--- config.mk ---
export PLATFORM = sky130hd
export DESIGN_NAME = axi_if_rd_burst_sched_flat
export DESIGN_NICKNAME = d
export VERILOG_FILES = /design/src/rtl/axi_if_rd_burst_sched_if.sv /design/src/rtl/axi_if_rd_burst_sched.sv /design/src/flat_wrapper.sv
export SDC_FILE = /design/constraint.sdc
export NUM_CORES = 1
export LEC_CHECK = 0
export ABC_AREA = 1
export BUFFER_PORTS_ARGS = -buffer_cell sky130_fd_sc_hd__buf_4
export CAP_MARGIN = 20
export CORE_MARGIN = 2
export CORE_UTILIZATION = 56
export CTS_CLUSTER_DIAMETER = 60
export DETAILED_ROUTE_END_ITERATION = 10
export PLACE_DENSITY = 0.81
export SYNTH_ARGS = -nofsm -noshare
export SYNTH_HDL_FRONTEND = slang
export SYNTH_SLANG_ARGS = --single-unit
--- constraint.sdc ---
create_clock -name clk -period 10.6 [get_ports clk]
set_clock_uncertainty 0.2 [all_clocks]
set_input_delay 2.12 -clock clk [delete_from_list [all_inputs] [get_ports clk]]
set_output_delay 2.12 -clock clk [all_outputs]
set_load 0.01 [all_outputs]
--- src/rtl/axi_if_rd_burst_sched_if.sv ---
// ---------------------------------------------------------------------------
// axi_if_rd_burst_sched_if
// AXI4 read-address channel plus the snooped R-channel handshake used by
// axi_if_rd_burst_sched.
//   master modport : burst scheduler side (drives AR, observes R handshake)
//   slave  modport : AXI slave side (accepts AR, returns R)
// Signals: arid, araddr, arlen, arsize, arburst, arlock, arcache, arprot,
//          arqos, arregion, arvalid, arready, rvalid, rready, rlast, rresp
// ---------------------------------------------------------------------------
interface axi_if_rd_burst_sched_if #(
  parameter int AXI_ADDR_W = 64,
  parameter int AXI_ID_W   = 4
);
  logic [AXI_ID_W-1:0]   arid;
  logic [AXI_ADDR_W-1:0] araddr;
  logic [7:0]            arlen;
  logic [2:0]            arsize;
  logic [1:0]            arburst;
  logic                  arlock;
  logic [3:0]            arcache;
  logic [2:0]            arprot;
  logic [3:0]            arqos;
  logic [3:0]            arregion;
  logic                  arvalid;
  logic                  arready;
  logic                  rvalid;
  logic                  rready;
  logic                  rlast;
  logic [1:0]            rresp;

  modport master (
    output arid, araddr, arlen, arsize, arburst, arlock, arcache, arprot,
           arqos, arregion, arvalid,
    input  arready, rvalid, rready, rlast, rresp
  );

  modport slave (
    input  arid, araddr, arlen, arsize, arburst, arlock, arcache, arprot,
           arqos, arregion, arvalid, rready,
    output arready, rvalid, rlast, rresp
  );
endinterface

--- src/rtl/axi_if_rd_burst_sched.sv ---
// ---------------------------------------------------------------------------
// axi_if_rd_burst_sched
// Splits one linear read request {byte address, byte size} into AXI4 INCR
// read bursts that never cross a 4 KiB page and never exceed BLEN_MAX beats.
// The R channel is snooped (rlast) to count in-flight bursts; done pulses
// once every burst has returned its last beat.
//
// Ports:
//   clk, s_rst          clock, synchronous active-high reset
//   req_vld / req_rdy   request handshake (req_rdy only while idle)
//   req_add, req_size   start byte address / byte count (DATA_BYTES aligned)
//   busy                high whenever a request is in progress
//   done                one-cycle pulse when the request has fully returned
//   err                 sticky non-OKAY RRESP flag
//   m_axi               AR channel master + snooped R handshake
//
// Optional feature macro: AXI_IF_RD_BURST_SCHED_ERR_EN
//   defined   : err latches on any non-OKAY response beat while busy,
//               cleared by the next request acceptance or reset
//   undefined : rresp is ignored, err is tied low
// ---------------------------------------------------------------------------
module axi_if_rd_burst_sched #(
  parameter int AXI_ADDR_W = 64,
  parameter int AXI_DATA_W = 512,
  parameter int AXI_ID_W   = 4,
  parameter int AXI_ID     = 0,
  parameter int BLEN_MAX   = 64,
  parameter int OUTSTD_MAX = 16,
  parameter int REQ_SIZE_W = 32
) (
  input  logic                  clk,
  input  logic                  s_rst,
  input  logic                  req_vld,
  output logic                  req_rdy,
  input  logic [AXI_ADDR_W-1:0] req_add,
  input  logic [REQ_SIZE_W-1:0] req_size,
  output logic                  busy,
  output logic                  done,
  output logic                  err,
  axi_if_rd_burst_sched_if.master m_axi
);

  localparam int DATA_BYTES = AXI_DATA_W / 8;
  localparam int SIZE_LOG2  = $clog2(DATA_BYTES);
  localparam int PAGE_BYTES = 4096;
  localparam int OUT_W      = $clog2(OUTSTD_MAX + 1);

  typedef enum logic [1:0] {IDLE, CALC, ISSUE, DRAIN} state_t;

  state_t                state;
  logic [AXI_ADDR_W-1:0] addr;
  logic [REQ_SIZE_W-1:0] rem_beats;
  logic [8:0]            beats;
  logic [OUT_W-1:0]      outstanding;
  logic                  arvalid_q;
  logic [AXI_ADDR_W-1:0] araddr_q;
  logic [7:0]            arlen_q;
  logic                  req_rdy_q;
  logic                  done_q;

  logic [12:0]           pg_beats;
  logic [8:0]            lim_beats;
  logic [8:0]            calc_beats;
  logic                  ar_hs;
  logic                  r_last_hs;
  logic                  can_issue;

  assign ar_hs     = arvalid_q & m_axi.arready;
  assign r_last_hs = m_axi.rvalid & m_axi.rready & m_axi.rlast;
  assign can_issue = (outstanding < OUT_W'(OUTSTD_MAX));

  // Burst length: smallest of remaining beats, BLEN_MAX and beats left in
  // the current 4 KiB page (a page-aligned address yields a full page).
  always_comb begin
    pg_beats   = 13'((13'(PAGE_BYTES) - {1'b0, addr[11:0]}) >> SIZE_LOG2);
    lim_beats  = (pg_beats < 13'(BLEN_MAX)) ? pg_beats[8:0] : 9'(BLEN_MAX);
    calc_beats = (rem_beats < REQ_SIZE_W'(lim_beats)) ? rem_beats[8:0] : lim_beats;
  end

  // Scheduler FSM; addr/rem_beats/beats are datapath and carry no reset.
  always_ff @(posedge clk) begin
    if (s_rst) begin
      state     <= IDLE;
      arvalid_q <= 1'b0;
      araddr_q  <= '0;
      arlen_q   <= '0;
      req_rdy_q <= 1'b0;
      done_q    <= 1'b0;
    end else begin
      done_q <= 1'b0;
      case (state)
        IDLE: begin
          if (req_vld && req_rdy_q) begin
            addr      <= req_add;
            rem_beats <= req_size >> SIZE_LOG2;
            req_rdy_q <= 1'b0;
            state     <= CALC;
          end else begin
            req_rdy_q <= 1'b1;
          end
        end
        CALC: begin
          araddr_q  <= addr;
          arlen_q   <= 8'(calc_beats - 9'd1);
          beats     <= calc_beats;
          arvalid_q <= can_issue;
          state     <= ISSUE;
        end
        ISSUE: begin
          if (ar_hs) begin
            arvalid_q <= 1'b0;
            addr      <= addr + (AXI_ADDR_W'(beats) << SIZE_LOG2);
            rem_beats <= rem_beats - REQ_SIZE_W'(beats);
            state     <= (rem_beats == REQ_SIZE_W'(beats)) ? DRAIN : CALC;
          end else if (!arvalid_q && can_issue) begin
            // Once raised, arvalid is only dropped by the handshake above.
            arvalid_q <= 1'b1;
          end
        end
        DRAIN: begin
          if (outstanding == '0) begin
            done_q <= 1'b1;
            state  <= IDLE;
          end
        end
        default: state <= IDLE;
      endcase
    end
  end

  // In-flight burst count; a simultaneous accept and last beat cancel out.
  always_ff @(posedge clk) begin
    if (s_rst) begin
      outstanding <= '0;
    end else if (ar_hs && !r_last_hs) begin
      outstanding <= outstanding + OUT_W'(1);
    end else if (!ar_hs && r_last_hs) begin
      outstanding <= outstanding - OUT_W'(1);
    end
  end

`ifdef AXI_IF_RD_BURST_SCHED_ERR_EN
  logic err_q;

  always_ff @(posedge clk) begin
    if (s_rst) begin
      err_q <= 1'b0;
    end else if (state == IDLE && req_vld && req_rdy_q) begin
      err_q <= 1'b0;
    end else if (state != IDLE && m_axi.rvalid && m_axi.rready &&
                 m_axi.rresp != 2'b00) begin
      err_q <= 1'b1;
    end
  end

  assign err = err_q;
`else
  logic unused_rresp;
  assign unused_rresp = ^m_axi.rresp;
  assign err = 1'b0;
`endif

  always @(posedge clk) begin
    if (!s_rst) begin
      assert (!(r_last_hs && !ar_hs && outstanding == '0));
      assert (outstanding <= OUT_W'(OUTSTD_MAX));
      if (state == IDLE && req_vld && req_rdy_q) begin
        assert (req_size != '0 &&
                (req_size % REQ_SIZE_W'(DATA_BYTES)) == '0 &&
                (req_add % AXI_ADDR_W'(DATA_BYTES)) == '0);
      end
    end
  end

  assign req_rdy        = req_rdy_q;
  assign busy           = (state != IDLE);
  assign done           = done_q;
  assign m_axi.arid     = AXI_ID_W'(AXI_ID);
  assign m_axi.araddr   = araddr_q;
  assign m_axi.arlen    = arlen_q;
  assign m_axi.arsize   = 3'(SIZE_LOG2);
  assign m_axi.arburst  = 2'b01;
  assign m_axi.arlock   = 1'b0;
  assign m_axi.arcache  = 4'b0011;
  assign m_axi.arprot   = 3'b000;
  assign m_axi.arqos    = 4'b0000;
  assign m_axi.arregion = 4'b0000;
  assign m_axi.arvalid  = arvalid_q;

endmodule

--- src/flat_wrapper.sv ---
// flat-port wrapper written by rule: the top's interface ports become plain ports
module axi_if_rd_burst_sched_flat 
#(
  parameter int AXI_ADDR_W = 64,
  parameter int AXI_DATA_W = 512,
  parameter int AXI_ID_W   = 4,
  parameter int AXI_ID     = 0,
  parameter int BLEN_MAX   = 64,
  parameter int OUTSTD_MAX = 16,
  parameter int REQ_SIZE_W = 32
)
  (clk, s_rst, req_vld, req_rdy, req_add, req_size, busy, done, err, m_axi_arid, m_axi_araddr, m_axi_arlen, m_axi_arsize, m_axi_arburst, m_axi_arlock, m_axi_arcache, m_axi_arprot, m_axi_arqos, m_axi_arregion, m_axi_arvalid, m_axi_arready, m_axi_rvalid, m_axi_rready, m_axi_rlast, m_axi_rresp);
  axi_if_rd_burst_sched_if #(.AXI_ADDR_W(AXI_ADDR_W), .AXI_ID_W(AXI_ID_W)) m_axi_i ();
  input  logic clk;
  input  logic s_rst;
  input  logic req_vld;
  output logic req_rdy;
  input  logic [AXI_ADDR_W-1:0] req_add;
  input  logic [REQ_SIZE_W-1:0] req_size;
  output logic busy;
  output logic done;
  output logic err;
  output wire logic [$bits(m_axi_i.arid)-1:0] m_axi_arid;
  output wire logic [$bits(m_axi_i.araddr)-1:0] m_axi_araddr;
  output wire logic [$bits(m_axi_i.arlen)-1:0] m_axi_arlen;
  output wire logic [$bits(m_axi_i.arsize)-1:0] m_axi_arsize;
  output wire logic [$bits(m_axi_i.arburst)-1:0] m_axi_arburst;
  output wire logic [$bits(m_axi_i.arlock)-1:0] m_axi_arlock;
  output wire logic [$bits(m_axi_i.arcache)-1:0] m_axi_arcache;
  output wire logic [$bits(m_axi_i.arprot)-1:0] m_axi_arprot;
  output wire logic [$bits(m_axi_i.arqos)-1:0] m_axi_arqos;
  output wire logic [$bits(m_axi_i.arregion)-1:0] m_axi_arregion;
  output wire logic [$bits(m_axi_i.arvalid)-1:0] m_axi_arvalid;
  input wire logic [$bits(m_axi_i.arready)-1:0] m_axi_arready;
  input wire logic [$bits(m_axi_i.rvalid)-1:0] m_axi_rvalid;
  input wire logic [$bits(m_axi_i.rready)-1:0] m_axi_rready;
  input wire logic [$bits(m_axi_i.rlast)-1:0] m_axi_rlast;
  input wire logic [$bits(m_axi_i.rresp)-1:0] m_axi_rresp;
  assign m_axi_arid = m_axi_i.arid;
  assign m_axi_araddr = m_axi_i.araddr;
  assign m_axi_arlen = m_axi_i.arlen;
  assign m_axi_arsize = m_axi_i.arsize;
  assign m_axi_arburst = m_axi_i.arburst;
  assign m_axi_arlock = m_axi_i.arlock;
  assign m_axi_arcache = m_axi_i.arcache;
  assign m_axi_arprot = m_axi_i.arprot;
  assign m_axi_arqos = m_axi_i.arqos;
  assign m_axi_arregion = m_axi_i.arregion;
  assign m_axi_arvalid = m_axi_i.arvalid;
  assign m_axi_i.arready = m_axi_arready;
  assign m_axi_i.rvalid = m_axi_rvalid;
  assign m_axi_i.rready = m_axi_rready;
  assign m_axi_i.rlast = m_axi_rlast;
  assign m_axi_i.rresp = m_axi_rresp;
  axi_if_rd_burst_sched #(.AXI_ADDR_W(AXI_ADDR_W), .AXI_DATA_W(AXI_DATA_W), .AXI_ID_W(AXI_ID_W), .AXI_ID(AXI_ID), .BLEN_MAX(BLEN_MAX), .OUTSTD_MAX(OUTSTD_MAX), .REQ_SIZE_W(REQ_SIZE_W)) u_core (.clk(clk), .s_rst(s_rst), .req_vld(req_vld), .req_rdy(req_rdy), .req_add(req_add), .req_size(req_size), .busy(busy), .done(done), .err(err), .m_axi(m_axi_i));
endmodule
# Word-level counts from Yosys, hierarchy flattened
# Cells that the tools add are included.
word_totals:
  regBits: 187
  latch_bits: 0
  ramBits: 0
  romBits: 0
  input_bits: 105
  out_inout_bits: 102
  word_cells: 70
  n_memories: 0
classes:
  n_addsub: 6
  mul: 0
  n_div: 0
  order_cmp: 3
  n_eq_ne: 8
  n_shift: 0
  muxes: 20
  bitwise: 5
  n_reduce_logical: 18
ops:
  columns: ["operator", "n"]
  rows:
  - ["$mux W64", 2]
  - ["$pmux W64 S2", 1]
  - ["$add A64 B15 Y64", 1]
  - ["$mux W32", 2]
  - ["$pmux W32 S2", 1]
  - ["$eq A32 B9 Y1", 1]
  - ["$lt A32 B9 Y1", 1]
  - ["$sub A32 B9 Y32", 1]
  - ["$sub A13 B12 Y13 const A", 1]
  - ["$mux W5", 2]
  - ["$mux W9", 1]
  - ["$mux W2", 4]
  - ["$pmux W2 S4", 1]
  - ["$reduce_bool A2 Y1", 4]
  - ["$sub A8 B1 Y8 const B", 1]
  - ["$lt A7 B7 Y1 const B", 1]
  - ["$mux W7", 1]
  - ["$ne A2 B1 Y1 const B", 3]
  - ["$add A5 B1 Y5 const B", 1]
  - ["$logic_not A5 Y1", 1]
  - ["$lt A5 B5 Y1 const B", 1]
  - ["$sub A5 B1 Y5 const B", 1]
  - ["$eq A2 B2 Y1 const B", 2]
  - ["$logic_and A1 B1 Y1", 4]
  - ["other kinds (12)", 21]

# Logic depth before layout (Yosys ltp)
# Gate-level depths: netlist of the first run.
logic_depth:
  ltp_word: 6
  mapped_depth: 26
  ltp_nobuf: 25

# Worst setup path after synthesis of the first run
# OpenSTA, ideal clock, no wires.
synth_timing:
  path_type: "input to register"
  from: "in m_axi_arready"
  to: "reg u_core.addr[10] (enable)"
  setup_time_ns: 0.650
  arrival_ns: 8.418
  required_ns: 9.750
  slack_ns: 1.332
  stages: 4
  n_path_buf: 0
  path_cell_list: "nand2_1 -> nand2_1 -> nand2_1 -> nor3_1"
synth_between:
  elab_chain_cells: 3
synth_lines:
  columns: ["item", "line_no", "source"]
  rows:
  - ["start: declaration", "flat_wrapper.sv:34", "input wire logic [$bits(m_axi_i.arready)-1:0] m_axi_arready;"]
  - ["$and A1 B1 Y1", "axi_if_rd_burst_sched.sv:68", "assign ar_hs = arvalid_q & m_axi.arready;"]
  - ["$ne A2 B1 Y1 (no source line)", null, null]
  - ["$reduce_and A4 Y1 (no source line)", null, null]
  - ["end signal: assignment", "axi_if_rd_burst_sched.sv:94", "addr <= req_add;"]
  - ["end signal: assignment", "axi_if_rd_burst_sched.sv:112", "addr <= addr + (AXI_ADDR_W'(beats) << SIZE_LOG2);"]
  - ["end: declaration", "axi_if_rd_burst_sched.sv:51", "logic [AXI_ADDR_W-1:0] addr;"]
# Every way passes these cells.
# A chain may end at the register's enable or synchronous reset.

# Worst setup path in the final report of the first run
layout_timing:
  from: "reg u_core.addr[6]"
  to: "reg u_core.arlen_q[6] (netlist: u_core.m_axi.arlen[6])"
layout_between:
  elab_chain_cells: 6
layout_lines:
  columns: ["item", "line_no", "source"]
  rows:
  - ["$sub A13 B12 Y13 (*)", "axi_if_rd_burst_sched.sv:75", "pg_beats = 13'((13'(PAGE_BYTES) - {1'b0, addr[11:0]}) >> SIZE_LOG2);"]
  - ["$lt A7 B7 Y1", "axi_if_rd_burst_sched.sv:76", "lim_beats = (pg_beats < 13'(BLEN_MAX)) ? pg_beats[8:0] : 9'(BLEN_MAX);"]
  - ["$mux W7 (*)", "axi_if_rd_burst_sched.sv:76", null]
  - ["$lt A32 B9 Y1", "axi_if_rd_burst_sched.sv:77", "calc_beats = (rem_beats < REQ_SIZE_W'(lim_beats)) ? rem_beats[8:0] : lim_beats;"]
  - ["$mux W9 (*)", "axi_if_rd_burst_sched.sv:77", null]
  - ["$sub A8 B1 Y8 (*)", "axi_if_rd_burst_sched.sv:104", "arlen_q <= 8'(calc_beats - 9'd1);"]
  - ["end signal: assignment", "axi_if_rd_burst_sched.sv:104", null]
  - ["end: declaration", "axi_if_rd_burst_sched.sv:57", "logic [7:0] arlen_q;"]
# Every way passes the cells marked *; elsewhere a longest branch is shown, timed or not.

==> metrics, run 1 <==
Pleak=5.734 nW; yosys warns=0; Pwr Density=244.5 mW/mm2; post-layout net count=approximately 1700; GRT Total Usage=~29%; final setup fails=0; unrepaired setup endpoints after global routing=false; DP Area=0.01235 mm2; WL per Instance=approximately 16 um; utilization after layout=67.00%; final max-slew violation count=0; area delta synth->final=18.20%; Seq. cell area=0.004795 mm2; Reg clk slew, reported paths=0.07 ns; Die ar.=0.02064 mm2; total CTS buffers=17; RD Place Congestion=0.9383; Die H=143.7 um; Seq cells post-synth=about 190; worst-margin pin slew=0.9907 ns; Worst slew margin=around a third; I/O pins=between 200 and 250; vias in the first global route=approximately 9200; CTS tree=built; H-tree level count=4; chip width=about 140 um; Final ANT Viol Nets=0; synthesized area=0.01092 mm2; Worst Path Max Fanout=11; Synth area leaders=edfxtp_1, dfxtp_1, nand2_1; CP arrival=4.21 ns; initial antenna violation count=0; Setup crit start kind=register; setup_tns=0 ns; sequential area share after synthesis=a little over two fifths; Starting Density=between 50 and 60%; Post-synth ARST share=0%; number of fill cells=~1700; # DRC=0; shortest period the worst path allows=between 4 and 5 ns; post_cts resized=0; Vias/cell=5.437; Primary FF master, synth=edfxtp_1; Sink Count=approximately 190; post-DP HPWL=between 20000 and 25000 um; peak supply drop=0.1530 mV; post-synth cell types=between 40 and 50; area of the multi-input gates=0.005289 mm2; MaxCap Viol Count=0; largest net degree at the start of global routing=a little under 90; gr ovfl total=0; layout cell share with drive strength beyond 1=15.26%; vias=10170; Setup CP Type=reg2reg; fin crit share=about two fifths; CTS Hold Bufs=0; area leader, netlist=edfxtp_1; clock root buffer=clkbuf_16; Synth top area share=between 20% and 30%; drt pass-1 iters=6; number of DRC markers in iteration 0=approximately 890; global-route wire length before repair=46320 um; most frequent cells in the layout=nand2_1, nor2_1, buf_4; worst hold stages=2; CTS max path bufs=2; number of synthesized flops with an enable pin=roughly 110; I/O Buffers=approximately 170; commonest non-fill, non-tap cell in the layout=nand2_1; cells after synthesis=about 1400; ANT cells=0; status=finished clean; design area=between 0.01 and 0.015 mm2; Fmax=0.2444 GHz; WP data required=about 11 ns; R2R depth=25; Skew-Pair Late Insertion Delay=between 0.4 and 0.5 ns; WL final=just under 30000 um; Fin. Hold Viols=0; core area=just under 0.02 mm2; mean post-synth cell area=7.592 um2; row cnt=51; kind of end point of the critical path=register; worst hold path type=reg2reg; Post-CTS Setup Repair Bufs=0
## final timing paths
path / start / endpoint / slack [ns]
worst max-delay path: u_core.addr[6] / u_core.m_axi.arlen[6] / 6.51
worst min-delay path: u_core.m_axi.araddr[11] / u_core.m_axi.araddr[11] / 0.30
worst max register to register: u_core.addr[6] / u_core.m_axi.arlen[6] / 6.51
worst min register to register: u_core.m_axi.araddr[11] / u_core.m_axi.araddr[11] / 0.30
## flip-flops by register name, indices dropped and copies added (netlist names), 2 cells and up
signal,flops
u_core.rem_beats,32
u_core.beats,9
u_core.addr,64
u_core.m_axi.araddr,64
u_core.m_axi.arlen,8
u_core.state,2
u_core.outstanding,5
## power breakdown
group          total, W  internal, W  leakage [nW]  switching [W]
combinational   0.00126     0.000472          3.81       0.000791
sequential      0.00126      0.00107          1.64       0.000187
clock          0.000635     0.000332         0.279       0.000303
## cells by family (layout without fill, tap and decap cells)
logic type                 Yosys count  count (layout)  share of synthesized area (%)
adders and majority gates           37              37                          4.444
DFF                                187             187                          43.89
buffers and inverters              227             368                          8.773
xor gates and xnor gates            57              57                          4.570
other                                2              28                        0.06875
AOI/OAI and AO/OA                  233             233                          11.60
and+or+nand+nor                    696             696                          26.65
## cells in the mapped netlist, drive strengths merged, types with 11 or more instances
cell / instances
nand2: 328
nor2: 243
inv: 155
o21ai: 131
edfxtp: 105
dfxtp: 82
a21oi: 69
nand3: 50
buf: 35
clkbuf: 35
ha: 34
xor2: 30
nor3: 29
xnor2: 27
nand4: 25
a31oi: 20
nor4: 11
## critical path, cell delays in order (launching register included)
cell and delay, ns:
edfxtp_1 0.43, inv_1 0.12, nand2_1 0.06, nor2_1 0.09
nand2_1 0.18, nor2_1 0.17, nand2_1 0.11, nor2_1 0.14
nand2_1 0.10, nor2_1 0.15, inv_1 0.09, nand2_1 0.08
ha_1 0.24, a21oi_1 0.13, nor2_1 0.08, nor4_4 0.41
nand2_2 0.29, nand2_1 0.18, o21ai_4 0.08, ha_1 0.22
nand2_2 0.10, inv_2 0.04, nand2_1 0.08, nand2_1 0.07
nand2_1 0.10, a21oi_2 0.05
## metrics by stage
step / total power [W] / std cells / hold WS [ns] / worst slack [ns]
3_3_place_gp: 0.002479 / 1839 / 0.2641 / 6.570
3_5_place_dp: 0.002521 / 1839 / 0.2818 / 6.503
4_1_cts: 0.003153 / 1871 / 0.3011 / 6.606
6_report: 0.003157 / 1871 / 0.2984 / 6.509
2_1_floorplan: 0.002061 / 1465 / 0.2585 / 1.332
5_1_grt: 0.003361 / 1871 / 0.3225 / 6.113
## routing by layer
layer	global-route usage, %	wire [um]
met3	4.065	2231
met4	8.978	621
met2	44.24	13200
met1	41.40	13380
met5	0	0
## cell type report
type                       instances  share of cell area, %
timing repair buffer             179                  10.41
sequential                       187                  37.13
tap                              265                  2.568
multi-input combinational       1051                  40.96
clock inverter                    13                  1.017
clock buffer                      19                  3.353
inverter                         157                  4.564
(Power assumes the default switching activity.)
==> run 2: changes to the inputs <==
--- a/config.mk
+++ b/config.mk
@@ -9,10 +9,10 @@
 export BUFFER_PORTS_ARGS = -buffer_cell sky130_fd_sc_hd__buf_4
 export CAP_MARGIN = 20
 export CORE_MARGIN = 2
-export CORE_UTILIZATION = 56
+export CORE_UTILIZATION = 51
 export CTS_CLUSTER_DIAMETER = 60
 export DETAILED_ROUTE_END_ITERATION = 10
-export PLACE_DENSITY = 0.81
+export PLACE_DENSITY = 0.77
 export SYNTH_ARGS = -nofsm -noshare
 export SYNTH_HDL_FRONTEND = slang
 export SYNTH_SLANG_ARGS = --single-unit
==> constraint.sdc (replaced) <==
create_clock -name clk -period 3.6 [get_ports clk]
set_clock_uncertainty 0.2 [all_clocks]
set_input_delay 0.72 -clock clk [delete_from_list [all_inputs] [get_ports clk]]
set_output_delay 0.72 -clock clk [all_outputs]
set_load 0.01 [all_outputs]
==> metrics, run 2 (synthesis results as in run 1) <==
Reg clk slew, reported paths=0.07 ns (about the same); final setup fails=0 (unchanged); row cnt=53 (+3.9%); WP data required=3.73 ns (-6.99 ns); Skew-Pair Late Insertion Delay=0.44 ns (about the same); CP arrival=3.58 ns (-0.63 ns); CTS max path bufs=2 (unchanged); unrepaired setup endpoints after global routing=true; post-DP HPWL=21820 um (+0.14%); hold_ws=0.2915 ns (-0.006909 ns); Worst slew margin=33.17% (-0.79 points); Cell Int Power=0.005664 W (+200%); shortest period the worst path allows=3.454 ns (-0.6370 ns); vias in the first global route=9408 (+1.9%); most frequent cells in the layout=nand2_1, nor2_1, buf_4; final max-slew violation count=0 (unchanged); Net Sw Frac=40.26% (-0.33 points); worst hold path type=reg2reg; clock power share=20.4% (+0.3 points); Die H=150.4 um (+4.7%); setup ws final=0.1462 ns (-6.363 ns); sequential fraction of design power=39.2% (-0.7 points); GRT Total Usage=26.34% (-2.2 points); commonest non-fill, non-tap cell in the layout=nand2_1; # DRC=0 (unchanged); status=finished clean; Net Sw Power=0.003817 W (+200%); chip width=150.4 um (+4.7%); post-layout net count=1751 (+0.92%); Fin. Hold Viols=0 (unchanged); vias=10160 (-0.11%); largest net degree at the start of global routing=111 (+25%); initial antenna violation count=0 (unchanged); MaxCap Viol Count=0 (unchanged); DR WL met2=13830 um (+4.8%); WL per Instance=15.78 um (+0.32%); H-tree level count=4 (unchanged); Sink Count=187 (unchanged); WL met3=2164 um (-3.0%); clock root buffer=clkbuf_16; drt pass-1 iters=5 (-1); WL final=29940 um (+1.7%); kind of end point of the critical path=register; Worst Path Max Fanout=5 (-6); CTS Hold Bufs=0 (unchanged); Vias/cell=5.356 (-1.5%); R2R setup slack=0.15 ns (-6.36 ns); Tot Pwr=0.009481 W (+200%); Pwr Density=717.6 mW/mm2 (+190%); area delta synth->final=20.95%; Comb power frac=40.4% (+0.4 points); number of DRC markers in iteration 0=847 (-5.0%); RD Place Congestion=0.9475 (+0.98%); gr ovfl total=0 (unchanged); number of fill cells=1890 (+9.1%); Setup CP Type=reg2reg; layout cell share with drive strength beyond 1=17.69% (+2.4 points); CTS tree=built; global-route wire length before repair=46810 um (+1.1%); core area=0.02102 mm2 (+9.1%); worst slack at placement=-0.01092 ns (-6.514 ns); worst-margin pin slew=1.003 ns (+0.01179 ns); Pleak=5.842 nW (+1.9%); total CTS buffers=17 (unchanged); peak supply drop=0.5001 mV (+230%); fin crit share=95.94% (+57 points); Top Layer Used=met4; Setup crit start kind=register; I/O pins=207 (unchanged); Final ANT Viol Nets=0 (unchanged); Die ar.=0.02261 mm2 (+9.5%); I/O Buffers=172 (unchanged); Met1 Routed Length=13620 um (+1.8%); ANT cells=0 (unchanged); Starting Density=51.97% (-4.7 points); Fmax=0.2895 GHz (+18%)
## run 2: cell count changes in the layout (fill, tap and decap cells not counted), moves of 3 or more
cell     delta
nor2_2      +4
nand2_4     +3
inv_1       -4
inv_2       +4
nand2_2    +10
buf_4      +12
nor2_1      -6
nand2_1    -13
buf_12      +3
## run 2: worst paths after layout
check / startpoint / endpoint / cells past startpoint
worst max-delay path: u_core.addr[6] / u_core.m_axi.arlen[5] / 23
worst min-delay path: u_core.m_axi.arlen[0] / u_core.m_axi.arlen[0] / 2
worst max register to register: u_core.addr[6] / u_core.m_axi.arlen[5] / 23
worst min register to register: u_core.m_axi.arlen[0] / u_core.m_axi.arlen[0] / 2
## run 2: per-stage QoR
step / utilization [%] / cells / instance area, um2 / setup TNS, ns
detailed placement: 59.36 / 1856 / 12480 / -0.01092
CTS: 62.23 / 1890 / 13080 / 0
finish: 62.85 / 1897 / 13210 / 0
global route: 62.85 / 1897 / 13210 / -0.3270
floorplan: - / 1465 / 11070 / -7.225
global placement: 59.36 / 1856 / 12480 / 0
## run 2: cell type report
type,count,area [um2],share of cell area (%)
inverter,157,589.3,4.460
tap,275,344.1,2.604
clock buffer,18,429.2,3.248
multi-input combinational,1051,5391,40.80
timing repair buffer,195,1505,11.39
clock inverter,14,157.7,1.193
sequential,187,4796,36.30
## run 2: power groups by stage
stage | Sequential, W | Combinational (W) | Clock [W]
3_5_place_dp | 0.00373 | 0.00375 | 0
6_report | 0.00372 | 0.00383 | 0.00193
5_1_grt | 0.00380 | 0.00429 | 0.00203
3_3_place_gp | 0.00372 | 0.00366 | 0
4_1_cts | 0.00370 | 0.00377 | 0.00195
2_1_floorplan | 0.00377 | 0.00229 | 0
## run 2: critical path: stages, from the launching register on
cell and delay, ns:
edfxtp_1 0.41, inv_2 0.08, nand2_1 0.06, nor2_2 0.09, nand2_2 0.12, nor2_4 0.11
nand2_2 0.09, nor2_4 0.12, nand2_2 0.08, nor2_2 0.15, inv_1 0.08, ha_1 0.18
nor2_1 0.09, nand3_1 0.13, nor4_4 0.36, buf_4 0.20, nand3_1 0.09, nand2_2 0.13
buf_4 0.14, nand3_4 0.09, nor2_2 0.12, nor2_1 0.05, nor2_1 0.12, nor2_1 0.05
## run 2: what timing repair did
action | 4_1_cts | 5_1_grt
setup buffers | 2 | 7
pin swaps | 1 | 9
cloned | 0 | 0
gates resized for setup | 1 | 24
endpoints found under the setup margin | 2 | 12
## run 2: layer usage
metal / up-vias / track usage (%)
met5: - / 0
met3: 27 / 4.788
met1: 4743 / 37.62
li1: 5011 / -
met2: 380 / 41.86
met4: 0 / 5.755
